File: config.mk
export PLATFORM = sky130hd
export DESIGN_NAME = mult_sched
export DESIGN_NICKNAME = d
export VERILOG_FILES = /design/src/rtl/mult_sched.sv
export SDC_FILE = /design/constraint.sdc
export NUM_CORES = 2
export LEC_CHECK = 0
export CAP_MARGIN = 20
export CORE_ASPECT_RATIO = 1.25
export CORE_MARGIN = 2
export CORE_UTILIZATION = 40
export DETAILED_ROUTE_END_ITERATION = 16
export PLACE_DENSITY_LB_ADDON = 0.15
export SLEW_MARGIN = 20
export SYNTH_ARGS = -nofsm -noshare
export SYNTH_HDL_FRONTEND = slang
export SYNTH_HIERARCHICAL = 1
export SYNTH_SLANG_ARGS = --single-unit
File: constraint.sdc
create_clock -name clock -period 11.05 [get_ports clock]
set_input_delay 2.21 -clock clock [delete_from_list [all_inputs] [get_ports clock]]
set_output_delay 2.21 -clock clock [all_outputs]
set_load 0.01 [all_outputs]
File: src/rtl/mult_sched.sv
// Two-port scheduler sharing one combinational 32x32 signed multiplier.
// Operands are registered so the multiplier path can be a MUL_CYCLES multicycle path.

module multiplier (
    input  logic [31:0] a,
    input  logic [31:0] b,
    output logic [31:0] c,
    output logic        ex
);
    logic signed [63:0] p;

    assign p  = $signed(a) * $signed(b);
    // Sign bit comes from the full product; ex flags any loss in the upper bits.
    assign c  = {p[63], p[30:0]};
    assign ex = !((p[63:31] == '0) || (p[63:31] == '1));
endmodule

module mult_sched #(
    parameter int unsigned MUL_CYCLES = 1
) (
    input  logic        clock,
    input  logic        reset,
    input  logic        req0_valid,
    input  logic [31:0] req0_a,
    input  logic [31:0] req0_b,
    output logic        req0_ready,
    output logic        res0_valid,
    output logic [31:0] res0_c,
    output logic        res0_ex,
    input  logic        res0_ack,
    input  logic        req1_valid,
    input  logic [31:0] req1_a,
    input  logic [31:0] req1_b,
    output logic        req1_ready,
    output logic        res1_valid,
    output logic [31:0] res1_c,
    output logic        res1_ex,
    input  logic        res1_ack,
    output logic        busy
);
    typedef enum logic [1:0] {
        IDLE = 2'd0,
        MUL  = 2'd1,
        HOLD = 2'd2
    } state_t;

    localparam logic [3:0] CNT_INIT = 4'(MUL_CYCLES - 1);

    state_t      state;
    state_t      next_state;
    logic [3:0]  cnt;
    logic        owner;
    logic        last_grant;
    logic [31:0] op_a;
    logic [31:0] op_b;
    logic [31:0] res_c;
    logic        res_ex;
    logic [31:0] mul_c;
    logic        mul_ex;
    logic        grant;
    logic        accept;
    logic        owner_ack;

    multiplier u_mul (
        .a  (op_a),
        .b  (op_b),
        .c  (mul_c),
        .ex (mul_ex)
    );

    // On a tie the requester that did not win last time is chosen.
    always_comb begin
        grant = 1'b0;
        if (req0_valid && req1_valid) begin
            grant = ~last_grant;
        end else if (req1_valid) begin
            grant = 1'b1;
        end
    end

    assign req0_ready = reset && (state == IDLE) && req0_valid && !grant;
    assign req1_ready = reset && (state == IDLE) && req1_valid && grant;
    assign accept     = req0_ready || req1_ready;
    assign owner_ack  = owner ? res1_ack : res0_ack;

    always_comb begin
        next_state = state;
        case (state)
            IDLE:    if (accept) next_state = MUL;
            MUL:     if (cnt == 4'd0) next_state = HOLD;
            HOLD:    if (owner_ack) next_state = IDLE;
            default: next_state = IDLE;
        endcase
    end

    always_ff @(posedge clock or negedge reset) begin
        if (!reset) begin
            state <= IDLE;
        end else begin
            state <= next_state;
        end
    end

    always_ff @(posedge clock or negedge reset) begin
        if (!reset) begin
            cnt        <= 4'd0;
            owner      <= 1'b0;
            last_grant <= 1'b1;
            op_a       <= 32'd0;
            op_b       <= 32'd0;
            res_c      <= 32'd0;
            res_ex     <= 1'b0;
        end else begin
            case (state)
                IDLE: begin
                    if (accept) begin
                        op_a       <= grant ? req1_a : req0_a;
                        op_b       <= grant ? req1_b : req0_b;
                        owner      <= grant;
                        last_grant <= grant;
                        cnt        <= CNT_INIT;
                    end
                end
                MUL: begin
                    if (cnt != 4'd0) begin
                        cnt <= cnt - 4'd1;
                    end else begin
                        res_c  <= mul_c;
                        res_ex <= mul_ex;
                    end
                end
                default: ;
            endcase
        end
    end

    assign res0_valid = (state == HOLD) && !owner;
    assign res1_valid = (state == HOLD) && owner;
    assign res0_c     = res_c;
    assign res1_c     = res_c;
    assign res0_ex    = res_ex;
    assign res1_ex    = res_ex;
    assign busy       = (state != IDLE);
endmodule

# ---- Yosys cells after proc, flatten, opt, wreduce, memory -nomap -nowiden
# Cells that the tools add are included.
dict set report op_classes {
  n_reduce_logical 23
  n_addsub 1
  multipliers 1
  eq_ne 7
  bitwise_logic 2
  n_mux 12
}
# cell n
set ops {}
lappend ops {{multiplier 32 x 32 -> 64 bit} 1}
lappend ops {{2-to-1 mux 32 bit} 2}
lappend ops {{equality test 33 bit, second input constant} 1}
lappend ops {{logical NOT 33 bit} 1}
lappend ops {{logical AND 1 bit} 8}
lappend ops {{2-to-1 mux 4 bit} 2}
lappend ops {{inequality test 2 bit, second input constant} 4}
lappend ops {{one-hot mux 4 bit (2 select lines)} 1}
lappend ops {{2-to-1 mux 2 bit} 3}
lappend ops {{one-hot mux 2 bit (3 select lines)} 1}
lappend ops {{AND reduction 3 bit} 2}
lappend ops {{logical NOT 4 bit} 1}
lappend ops {{AND reduction 2 bit} 2}
lappend ops {{nonzero test 2 bit} 2}
lappend ops {{nonzero test 4 bit} 1}
lappend ops {{subtractor 4 x 1 -> 4 bit, second input constant} 1}
lappend ops {{logical NOT 1 bit} 3}
lappend ops {{2-to-1 mux 1 bit} 3}
lappend ops {{equality test 2 x 1 -> 1 bit, second input constant} 1}
lappend ops {{equality test 2 bit, second input constant} 1}
lappend ops {{logical NOT 2 bit} 1}
lappend ops {{logical OR 1 bit} 2}
lappend ops {{NOT 1 bit} 2}
dict set report totals {
  output_inout_bits 71
  wordCells 54
  register_bits 105
  in_bits 134
}

# ---- Logic depth before layout (Yosys ltp)
dict set report logic_depth {
  word_depth 7
  depth_mapped 32
  depth_no_buf 30
}

# ---- Cells and area by module
# The synthesis kept the hierarchy.
# module area_each_um2 seq_area_each_um2 cells_per_inst n_inst
set modules_own_cells {}
lappend modules_own_cells {multiplier 36646.4 0.0 3974 1}
lappend modules_own_cells {mult_sched 5263.8 2628.8 356 1}

# ---- Least setup slack after synthesis
# OpenSTA, ideal clock, no wires.
dict set report synth_timing {
  path_kind {register to register}
  startpoint {register op_b[2]}
  endpoint {register res_ex, in the netlist res0_ex}
  n_path_buf 1
  setup_time_ns 0.125
  slack_ns 2.249
  required_ns 10.925
  synth_period_minus_slack_ns 8.801
  stages_incl_launch_ff 30
  arrival_time_ns 8.677
  path_cell_list {dfrtp_1 > clkbuf_1 > nand2_1 > inv_1 > fa_1 > fa_1 > fa_1 > inv_1 > fa_1 > inv_1 > fa_1 > fa_1 > inv_1 > fa_1 > inv_1 > fa_1 > ha_1 > a21o_1 > a21o_1 > a21o_1 > or3_1 > a221oi_2 > o2bb2ai_2 > xor2_1 > nor4_1 > nand3_1 > nor3_2 > nand4b_1 > o41a_1 > mux2_2}
}
dict set report synth_between {
  elab_chain_cells 4
  elab_cells_between_ends 5
  classes_between {mul: 1; eq/ne: 1; reduce/logical: 3}
}
# element line
set synth_lines {}
lappend synth_lines {{start: declaration} 55} ;# logic [31:0] op_b;
lappend synth_lines {{start signal: assignment} 118} ;# op_b <= grant ? req1_b : req0_b;
lappend synth_lines {{multiplier 32 x 32 -> 64 bit *} 12} ;# assign p = $signed(a) * $signed(b);
lappend synth_lines {{equality test 33 bit or logical NOT 33 bit (tied branches)} 15} ;# assign ex = !((p[63:31] == '0) || (p[63:31] == '1));
lappend synth_lines {{logical OR 1 bit *} 15}
lappend synth_lines {{logical NOT 1 bit *} 15}
lappend synth_lines {{via mul_ex} 59} ;# logic mul_ex;
lappend synth_lines {{end signal: assignment} 129} ;# res_ex <= mul_ex;
lappend synth_lines {{end: declaration} 57} ;# logic res_ex;
# Mark *: on every way through the listed nets, which the timed path passes. The rest lies on a longest branch.
# A chain may end at the register's enable or synchronous reset.

# ---- Worst setup path in the final report
dict set report layout_timing {
  startpoint {register op_a[31]}
  endpoint {register res_ex, in the netlist res0_ex}
}
dict set report layout_between {
  elab_chain_cells 4
  elab_cells_between_ends 5
  classes_between {mul: 1; eq/ne: 1; reduce/logical: 3}
}
# element line
set layout_lines {}
lappend layout_lines {{start: declaration} 54} ;# logic [31:0] op_a;
lappend layout_lines {{start signal: assignment} 117} ;# op_a <= grant ? req1_a : req0_a;
lappend layout_lines {{multiplier 32 x 32 -> 64 bit *} 12}
lappend layout_lines {{equality test 33 bit or logical NOT 33 bit (tied branches)} 15}
lappend layout_lines {{logical OR 1 bit *} 15}
lappend layout_lines {{logical NOT 1 bit *} 15}
lappend layout_lines {{via mul_ex} 59}
# Marks and branches as above.

==> results_dict.tcl <==
set metrics [dict create \
    io_buffer_count 204 \
    netlist_instances 4330 \
    die_h_um 366 \
    cts_max_level 3 \
    layout_common_cells "1082 x fa_1, 971 x inv_1, 558 x nand2_1, 512 x and2_1, 203 x clkdlybuf4s50_1" \
    postCtsResizedCells 0 \
    arrival_ns 10.23 \
    relSlewSlack_pct 25.8 \
    cts_sinks 105 \
    timing.final.hold_violations 0 \
    clk_latency_ns 0.45 \
    rsz0062_at_grt "false" \
    grt_use_total_pct 25.0 \
    area_growth_pct 8.13 \
    crit_path_end_kind "register" \
    viasPerCell 5.11 \
    overflow 0 \
    cts_root_buffer "clkbuf_16" \
    die_area_sq_um 107000 \
    synth-seq-cells 105 \
    post-route-period-util_pct 89.7 \
    fin_worst_skew_ns 0.0484 \
    routed_wl_um 130000 \
    drive_above_1_share_pct 6.86 \
    dr.pass1.iters 5 \
    coreArea_sq_um 104000 \
    cts_setup_buffers 0 \
    dieWidth_um 294 \
    grt_max_degree 45 \
    cts_buffer_depth 2 \
    crit_path_start_kind "register" \
    start_util_pct 40.4 \
    yosysSeqAreaShare_pct 6.27 \
    synth-edff-count 0 \
    drc 0 \
    dp_hpwl_um 106000 \
    layout_commonest_cell "fa_1" \
    hold_path.class "register to register" \
    syn-num-nets 5731 \
    worst_slew_pin_slew_ns 1.11 \
    async_reset_ff_share_pct 100 \
    synth_cell_type_count 81 \
    grt_pass1_wl_um 200000 \
    gp_congestion 0.904 \
    drv_slew 0 \
    grt_pass1_vias 32895 \
    rows 132 \
    synth_area_sq_um 41900 \
    synth_top_flop_cell "dfrtp_1" \
    fin_nets 5757 \
    synth_area_per_cell_sq_um 9.68 \
    path_common_cell "fa_1" \
    worstSetupPathType "register to register" \
    hold_buffers 0 \
    status "finished clean" \
    cts.clk_slew.worst_paths_ns 0.11 \
    cts_tree "built" \
    cts_buffers 9 \
    final.min_clock_period_ns 9.91 \
    fmax_mhz 101 \
    max_cap_viol_count 0 \
    antenna_found_initial 4 \
    slowest_stage "fa_1" \
    drt-wirelength-per-cell_um 22.8 \
    synth_warnings 6 \
    cp_max_fo 16 \
    ant_nets 0 \
    finalSetupViolations 0 \
    ios 205 \
    required_ns 11.37 \
    drt_iter0_drc 1091 \
    cpPeakStageDelay_ns 0.83 \
    routed-via-count 29159 \
    tns_ns 0 \
]
area by class of cell:
| cell class | instances | area (sq um) |
|---|---|---|
| inverter | 972 | 3650 |
| antenna | 1 | 2.50 |
| sequential | 105 | 2660 |
| clock buffer | 9 | 225 |
| fill | 10249 | 58400 |
| timing repair buffer | 276 | 2600 |
| clock inverter | 7 | 93.8 |
| tap | 1340 | 1680 |
| multi-input combinational | 2992 | 34400 |
flip-flops by register name, indices dropped and copies added, names as in the netlist:
signal      cells
last_grant      1
op_b           32
owner           1
state           2
res0_ex         1
op_a           32
res0_c         32
cnt             4
critical path, delay by kind of cell, from the launching register on:
| family | cells | cell delay (ns) |
|---|---|---|
| multiplexers | 1 | 0.26 |
| XOR/XNOR | 1 | 0.12 |
| adder cells (fa/ha/maj) | 9 | 5.03 |
| buffers and inverters | 7 | 0.96 |
| AO/OA/AOI/OAI | 4 | 1.21 |
| flip-flops | 1 | 0.66 |
| AND/OR/NAND/NOR | 8 | 1.55 |
cells in the mapped netlist, drive strengths merged, types with 10 or more instances:
cell    count  area share [%]
a21o       19            0.34
a21oi      76            0.95
and2      512             7.6
buf        62             1.1
clkbuf    199             1.8
dfrtp     104             6.2
fa       1082              52
ha        185             5.5
inv       972             8.7
mux2      163             4.7
nand2     558             5.0
nand2b     11            0.16
nand3      17            0.20
nand4      20            0.30
nor2       78            0.72
nor3       19            0.24
o211ai     10            0.18
o21a       12            0.22
o21ai      46            0.56
xnor2      39            0.82
xor2       25            0.52
worst paths after layout:
check | endpoint | slack (ns) | cells after the start | from
worst min register to register | res0_c[29] | 0.55 | 1 | res0_c[29]
max in group asynchronous | op_b[18] | 7.85 | 3 | reset
min in group asynchronous | res0_c[2] | 1.95 | 2 | reset
worst max register to register | res0_ex | 1.14 | 30 | op_a[31]
worst min-delay path | res0_c[29] | 0.55 | 1 | res0_c[29]
worst max-delay path | res0_ex | 1.14 | 30 | op_a[31]
per-layer routing:
layer	wire length, um	GRT usage, %	up-vias	share of wire (%)
li1	-	-	12673	-
met1	47700	28.0	15589	37
met2	71600	47.2	650	55
met3	2980	1.53	247	2.3
met4	7520	12.8	0	5.8
met5	0	0	-	0
logic make-up (layout without fill, tap and decap cells):
logic type	Yosys count	after routing	share of synthesized area (%)
mux	166	166	4.79
xor+xnor	64	64	1.34
other cells	0	1	0
fa+ha+maj	1267	1267	57.2
buf+inv	1233	1264	11.6
compound gates	224	224	3.52
simple gates	1271	1271	15.2
flops	105	105	6.27
metrics by stage:
| stage | hold slack, ns | area [sq um] | cells | utilization, % | setup WS, ns |
|---|---|---|---|---|---|
| finish | 0.547 | 45300 | 5702 | 43.7 | 1.14 |
| global route | 0.567 | 45300 | 5701 | 43.7 | 0.538 |
| global placement | 0.519 | 45000 | 5685 | 43.4 | 1.36 |
| floorplan | 0.504 | 41900 | 4330 | - | 2.25 |
| CTS | 0.554 | 45300 | 5701 | 43.7 | 1.11 |
| detailed placement | 0.527 | 45000 | 5685 | 43.4 | 1.19 |
Power is left out: the tool's default activity adds up to more than one toggle a clock period on the data nets, which glitch-free logic cannot reach.
